==> config.mk <==
export PLATFORM = sky130hd
export DESIGN_NAME = instr_fetch
export DESIGN_NICKNAME = d
export VERILOG_FILES = /design/src/rtl/instr_fetch_pkg.sv /design/src/rtl/instr_fetch.sv
export SDC_FILE = /design/constraint.sdc
export NUM_CORES = 1
export LEC_CHECK = 0
export ABC_AREA = 1
export ABC_CLOCK_PERIOD_IN_PS = 4450
export BUFFER_PORTS_ARGS = -buffer_cell sky130_fd_sc_hd__buf_4
export CAP_MARGIN = 30
export CORE_UTILIZATION = 58
export DETAILED_ROUTE_END_ITERATION = 12
export PLACE_DENSITY = 0.87
export SLEW_MARGIN = 25
export SYNTH_ARGS = -nofsm -noshare
export SYNTH_HDL_FRONTEND = slang
export SYNTH_SLANG_ARGS = --single-unit
==> constraint.sdc <==
create_clock -name clk -period 4.45 [get_ports clk]
set_input_delay 0.2225 -clock clk [delete_from_list [all_inputs] [get_ports clk]]
set_output_delay 0.2225 -clock clk [all_outputs]
set_load 0.01 [all_outputs]
==> src/rtl/instr_fetch_pkg.sv <==
// Shared constants and types for the Ultiparc instruction fetch stage.
// Holds bus widths, the NOP encoding, the reset PC default and the fetch FSM encoding.
package instr_fetch_pkg;

    localparam int ADDR_W  = 32;
    localparam int INSTR_W = 32;

    localparam logic [INSTR_W-1:0] NOP              = 32'h0000_0000;
    localparam logic [ADDR_W-1:0]  DEFAULT_RESET_PC = 32'h0000_0000;

    typedef enum logic [1:0] {
        IF_IDLE    = 2'd0,
        IF_FETCH   = 2'd1,
        IF_HOLD    = 2'd2,
        IF_DISCARD = 2'd3
    } if_state_t;

    // Instructions are word aligned; the low two address bits never reach the bus.
    function automatic logic [ADDR_W-1:0] word_align(input logic [ADDR_W-1:0] addr);
        return {addr[ADDR_W-1:2], 2'b00};
    endfunction

endpackage

==> src/rtl/instr_fetch.sv <==
// Instruction fetch stage: owns the PC, drives the instruction bus and feeds decode
// one word per cycle, buffering across external stalls and absorbing redirects.
module instr_fetch
    import instr_fetch_pkg::*;
#(
    parameter logic [ADDR_W-1:0] RESET_PC = DEFAULT_RESET_PC
) (
    input  logic               clk,
    input  logic               rst,
    input  logic               i_exec_stall,
    input  logic               i_mem_stall,
    input  logic               i_redirect,
    input  logic [ADDR_W-1:0]  i_redirect_addr,
    output logic [ADDR_W-1:0]  o_imem_addr,
    output logic               o_imem_rd,
    input  logic [INSTR_W-1:0] i_imem_data,
    input  logic               i_imem_rdy,
    output logic [INSTR_W-1:0] o_instr,
    output logic [ADDR_W-1:0]  o_pc,
    output logic               o_fetch_stall
);

    localparam logic [ADDR_W-1:0] PC_BASE = word_align(RESET_PC);

    if_state_t          state_q, state_d;
    logic [ADDR_W-1:0]  pc_q, pc_d;
    logic [ADDR_W-1:0]  addr_d;
    logic               rd_d;
    logic [INSTR_W-1:0] hold_q, hold_d;

    logic               ext_stall;
    logic [ADDR_W-1:0]  target;
    logic [ADDR_W-1:0]  pc_next;

    assign ext_stall = i_exec_stall | i_mem_stall;
    assign target    = word_align(i_redirect_addr);
    assign pc_next   = pc_q + 32'd4;

    // NOTE: sequential state uses non-blocking assignments so every register samples
    // pre-edge values, independent of process ordering in simulation.
    always_ff @(posedge clk or posedge rst) begin
        if (rst) begin
            state_q     <= IF_IDLE;
            pc_q        <= PC_BASE;
            o_imem_rd   <= 1'b0;
            o_imem_addr <= PC_BASE;
            hold_q      <= NOP;
        end else begin
            state_q     <= state_d;
            pc_q        <= pc_d;
            o_imem_rd   <= rd_d;
            o_imem_addr <= addr_d;
            hold_q      <= hold_d;
        end
    end

    // NOTE: every signal driven here gets a default first, so no path can infer a latch.
    always_comb begin
        state_d       = state_q;
        pc_d          = pc_q;
        rd_d          = o_imem_rd;
        addr_d        = o_imem_addr;
        hold_d        = hold_q;
        o_instr       = NOP;
        o_pc          = pc_q;
        o_fetch_stall = 1'b1;

        case (state_q)
            IF_IDLE: begin
                state_d = IF_FETCH;
                rd_d    = 1'b1;
                if (i_redirect) begin
                    pc_d   = target;
                    addr_d = target;
                end else begin
                    addr_d = pc_q;
                end
            end

            IF_FETCH: begin
                if (i_imem_rdy) begin
                    // The word is presented even when redirecting; the delay slot is decode's concern.
                    o_instr       = i_imem_data;
                    o_fetch_stall = 1'b0;
                    if (i_redirect) begin
                        pc_d   = target;
                        addr_d = target;
                    end else if (!ext_stall) begin
                        pc_d   = pc_next;
                        addr_d = pc_next;
                    end else begin
                        hold_d  = i_imem_data;
                        rd_d    = 1'b0;
                        state_d = IF_HOLD;
                    end
                end else if (i_redirect) begin
                    // Bus request must complete untouched; remember the target and drop its data later.
                    pc_d    = target;
                    state_d = IF_DISCARD;
                end
            end

            IF_HOLD: begin
                o_instr       = hold_q;
                o_fetch_stall = 1'b0;
                if (i_redirect) begin
                    pc_d    = target;
                    addr_d  = target;
                    rd_d    = 1'b1;
                    hold_d  = NOP;
                    state_d = IF_FETCH;
                end else if (!ext_stall) begin
                    pc_d    = pc_next;
                    addr_d  = pc_next;
                    rd_d    = 1'b1;
                    state_d = IF_FETCH;
                end
            end

            IF_DISCARD: begin
                if (i_redirect) begin
                    pc_d = target;
                end
                if (i_imem_rdy) begin
                    addr_d  = i_redirect ? target : pc_q;
                    state_d = IF_FETCH;
                end
            end

            default: state_d = IF_IDLE;
        endcase
    end

endmodule

; Yosys cells after proc, flatten, opt, wreduce, memory -nomap -nowiden
; Index checks and enable logic that the tools add are counted.
[totals]
elab_cells = 60
out_inout_bits = 98
reg_bits = 99
inputBits = 70
[op_classes]
n_addsub = 1
reduce_logical = 8
n_mux = 33
n_eq_ne = 12
bitwise_logic = 1
[ops]
columns = op, count
row1 = two-way mux 32 bit, 13
row2 = case mux 32 bit (2 select lines), 2
row3 = case mux 32 bit (4 select lines), 1
row4 = case mux 32 bit (3 select lines), 1
row5 = "adder 32 x 3 -> 32 bit, second input constant", 1
row6 = AND reduction 5 bit, 3
row7 = two-way mux 2 bit, 7
row8 = "!= test 3 bit, second input constant", 4
row9 = "!= test 2 bit, second input constant", 5
row10 = case mux 2 bit (4 select lines), 1
row11 = two-way mux 1 bit, 6
row12 = "== test 2 bit, second input constant", 2
row13 = case mux 1 bit (3 select lines), 1
row14 = nonzero test 3 bit, 1
row15 = "== test 2 x 1 -> 1 bit, second input constant", 1
row16 = logical NOT 2 bit, 1
row17 = case mux 1 bit (2 select lines), 1
row18 = AND reduction 2 bit, 1
row19 = nonzero test 2 bit, 1
row20 = OR reduction 2 bit, 1
row21 = bitwise OR 1 bit, 1

; Depth between registers and ports, before layout
[logic_depth]
word_depth = 5
mapped_depth = 12
mapped_depth_nobuf = 12

; Least setup slack after synthesis
; No wires, ideal clock.
[synth_timing]
path_kind = register to register
startpoint = reg state_q[0]
endpoint = reg pc_q[10] (netlist: o_pc[10])
required_time_ns = 4.368
n_path_buf = 2
setup_ns = 0.082
arrival_ns = 1.782
setup_slack_ns = 2.585
synth_period_minus_slack_ns = 1.865
path_stages_with_launch = 9
cell_sequence = dfrtp_1 -> inv_1 -> ha_1 -> clkbuf_1 -> inv_1 -> o21ai_1 -> clkinv_1 -> buf_2 -> o22ai_1
[synth_between]
elab_chain_len = 3
[synth_lines]
columns = element, line_no
row1 = "start, declared", instr_fetch.sv:25  ; if_state_t state_q, state_d;
row2 = "start signal, assigned", instr_fetch.sv:49  ; state_q <= state_d;
row3 = == test 2 bit / logical NOT 2 bit (equally long branches), instr_fetch.sv:68  ; case (state_q)
row4 = OR reduction 2 bit (no line), --
row5 = case mux 32 bit (3 select lines) (*), instr_fetch.sv:68
row6 = named net pc_d[10], instr_fetch.sv:26  ; logic [ADDR_W-1:0] pc_q, pc_d;
row7 = "end signal, assigned", instr_fetch.sv:50  ; pc_q <= pc_d;
row8 = "end, declared", instr_fetch.sv:26
; Mark *: on every way through the listed nets, which the timed path passes. The rest lies on a longest branch.
; A chain may end at the register's enable or synchronous reset.

; Worst setup path after layout
[layout_timing]
startpoint = reg state_q[0]
endpoint = reg hold_q[23]
[layout_between]
elab_chain_len = 3
[layout_lines]
columns = element, line_no
row1 = == test 2 x 1 -> 1 bit / == test 2 bit (equally long branches), instr_fetch.sv:68
row2 = != test 2 bit (no line) / nonzero test 2 bit (equally long branches), --
row3 = AND reduction 5 bit (no line), --
row4 = "end signal, assigned", instr_fetch.sv:53  ; hold_q <= hold_d;
row5 = "end, declared", instr_fetch.sv:29  ; logic [INSTR_W-1:0] hold_q, hold_d;
; Parallel ways exist; a longest one is shown, timed or not.

==> reports/results.ini <==
[status]
outcome = finished clean

[drt]
m1WireLength_microns = 7370
top_layer_used = met4
drt-wirelength-per-cell_microns = 14.4
drtAntennaViolNets = 0
dr_wl_met2_microns = 8530
vias = 7004
viasPerCell = 5.60
drc_errors = 0
wl_met3_microns = 1730
dr.pass1.iters = 8
drt_iter0_markers = 511
drt_wl_total_microns = 18000

[sta]
setup_viol_count_final = 0
period_share = 0.621
min_period_ns = 2.76
hold_viol = 0
tightest_slew_ns = 0.678
fin_setup_tns_ns = 0
finalClockSkew_ns = 0.00819
rsz0062_at_grt = false
relSlewSlack = 0.546
fmax_ghz = 0.362
slew_viol_final = 0

[pwr]
power.density_mw_per_mm2 = 670
total_power_mw = 5.28
ir_drop_v = 0.000496
p_leak_nw = 3.93

[logic_synthesis]
ys_async_sr_fraction = 1.00
syn_inst = 973
synth_top_area_cell = dfrtp_1
synth.most_common_cell = nand2_1
syn_area_sq_mm = 0.00638
synth-main-ff-cell = dfrtp_1
synth_seq_cells = 99
syn-num-nets = 1048
synth_seq_area_share = 0.388
synthTopCellsByArea = dfrtp_1 (39%), nand2_1 (17%), a21oi_1 (8.2%)
synth_enable_flop_cells = 0
synth_top_area_frac = 0.388
ys_types = 34
ys_warn_count = 0
synth_common_cells = nand2_1 (294), a21oi_1 (104), dfrtp_1 (99), nor2_1 (99), nand3_1 (88)
syn_area_per_cell_sq_um = 6.56

[cts]
clkTransAtPathRegs_ns = 0.10
cts_buffers = 9
post_cts_buffers = 0
clock_sinks = 99
root_buffer = clkbuf_8
cts_hold_buffers = 0
cts_tree = done
clk_latency_ns = 0.37
htreeDepth = 3
clk_path_buf_depth = 2
post_cts_resized = 0

[placement]
io_buffer_count = 165
gp_congestion = 0.988
placed_cells = 1232
hpwl_microns = 12200

[floorplan]
coreArea_sq_mm = 0.0105
rows = 37
initial_core_util = 0.607
die_w_microns = 107
die-area_sq_mm = 0.0114
die_h_microns = 107
num_io_pins = 168

[layout]
drive_gt1_frac = 0.181
nets = 1184
n_antenna_cell = 0
nFillCells = 859
seq_area_sq_mm = 0.00248
multi_input_area_sq_mm = 0.00333
areaGrowthSynthToFinish_pct = 23.6
finalNonFillerCells = 1250

[setup_path]
cp.required_ns = 4.69
worstPathArrival_ns = 3.00
crit_path_start_kind = flip-flop
crit_fanout = 64
path_cells = inv_1, ha_2, clkinv_1, nor2_1, nor3b_4, buf_4, nand3_1, o21ai_0
end_kind = flip-flop
slowest_delay_ns = 0.62
cp_top_family = buffers and inverters
slowest_stage = ha_2
path_class = reg -> reg
crit_buf_inv = 3
reg2reg_setup_slack_ns = 1.69

[flow_run]
drv_cap = 0

[global_routing]
grt_max_degree = 70
grt_pass1_wl_microns = 29700
gr-usage-all-layers = 0.326
antenna_found_initial = 0
grt_pass1_vias = 6349
grt_overflow = 0

[worst_hold_path]
hold_class = in -> reg

-- metrics by stage --
step | cell area, sq um | utilization | setup slack, ns | hold WS (ns)
6_report | 7890 | 0.751 | 1.69 | 0.0883
4_1_cts | 7860 | 0.748 | 1.69 | 0.0399
3_5_place_dp | 7670 | 0.730 | 1.67 | 0.459
2_1_floorplan | 6380 | - | 1.64 | 0.373
5_1_grt | 7890 | 0.751 | 1.41 | 0.0911
3_3_place_gp | 7670 | 0.730 | 1.74 | 0.452
-- logic make-up (layout without fill, tap and decap cells) --
family,Yosys count,in the layout,share of synthesized area
buffers and inverters,148,289,0.0906
and+or+nand+nor,490,490,0.312
adders and majority gates,5,5,0.00980
AOI/OAI and AO/OA,217,217,0.180
xor gates and xnor gates,14,14,0.0192
DFF,99,99,0.388
-- area by class of cell --
| class | instances | share of cell area |
|---|---|---|
| multi-input combinational | 726 | 0.422 |
| clock inverter | 4 | 0.00650 |
| timing repair buffer | 182 | 0.175 |
| sequential | 99 | 0.314 |
| tap | 136 | 0.0216 |
| clock buffer | 12 | 0.0171 |
| inverter | 91 | 0.0436 |
-- registers in the layout, indices dropped and copies added, names as in the netlist --
register     flops
o_imem_rd        1
o_pc            32
o_imem_addr     32
hold_q          32
state_q          2
-- where the power goes --
part           switching [mW]  internal (mW)
logic                    1.84           1.15
clock network           0.323          0.261
registers               0.379           1.32
-- layer usage --
layer  global-route usage  vias to the layer above
met2                0.532                      367
met4                0.137                        0
met1                0.422                     3180
met5                    0                        -
met3               0.0663                       39
li1                     -                     3418
-- worst reg2reg max path, stage by stage, from the launching register on --
cell      delay [ns]
dfrtp_1         0.44
inv_1           0.08
ha_2            0.62
clkinv_1        0.57
nor2_1          0.32
nor3b_4         0.07
buf_4           0.29
nand3_1         0.15
o21ai_0         0.10
-- layout by cell type (no fill, tap or decap), types with 3 or more instances in the layout --
cell | netlist | layout
o221ai_1 | 4 | 4
nand2_1 | 294 | 294
dfrtp_1 | 99 | 99
xnor2_1 | 3 | 3
inv_1 | 87 | 86
buf_4 | 0 | 180
xor2_1 | 11 | 11
a21boi_0 | 5 | 5
a21oi_1 | 104 | 104
o21ai_0 | 82 | 82
clkbuf_1 | 30 | 3
nand3b_1 | 4 | 4
nand3_1 | 88 | 88
o21ai_1 | 6 | 6
ha_1 | 5 | 4
nor2_1 | 99 | 99
clkbuf_8 | 0 | 9
clkinv_1 | 3 | 3
o22ai_1 | 7 | 7
-- path summary, 6_finish.rpt --
kind                       cells past startpoint                         end                       start
setup / recovery                               8      hold_q[23]$_DFFE_PP0P_      state_q[0]$_DFFE_PP0P_
hold / removal                                 3      hold_q[21]$_DFFE_PP0P_             i_imem_data[21]
setup reg to reg                               8      hold_q[23]$_DFFE_PP0P_      state_q[0]$_DFFE_PP0P_
hold reg to reg                                2  o_imem_addr[2]$_DFFE_PP0P_  o_imem_addr[2]$_DFFE_PP0P_
max in group asynchronous                      5           o_pc[9]$_DFF_PP0_                         rst
min in group asynchronous                      3      hold_q[21]$_DFFE_PP0P_                         rst
Power figures use the tool's default switching activity.
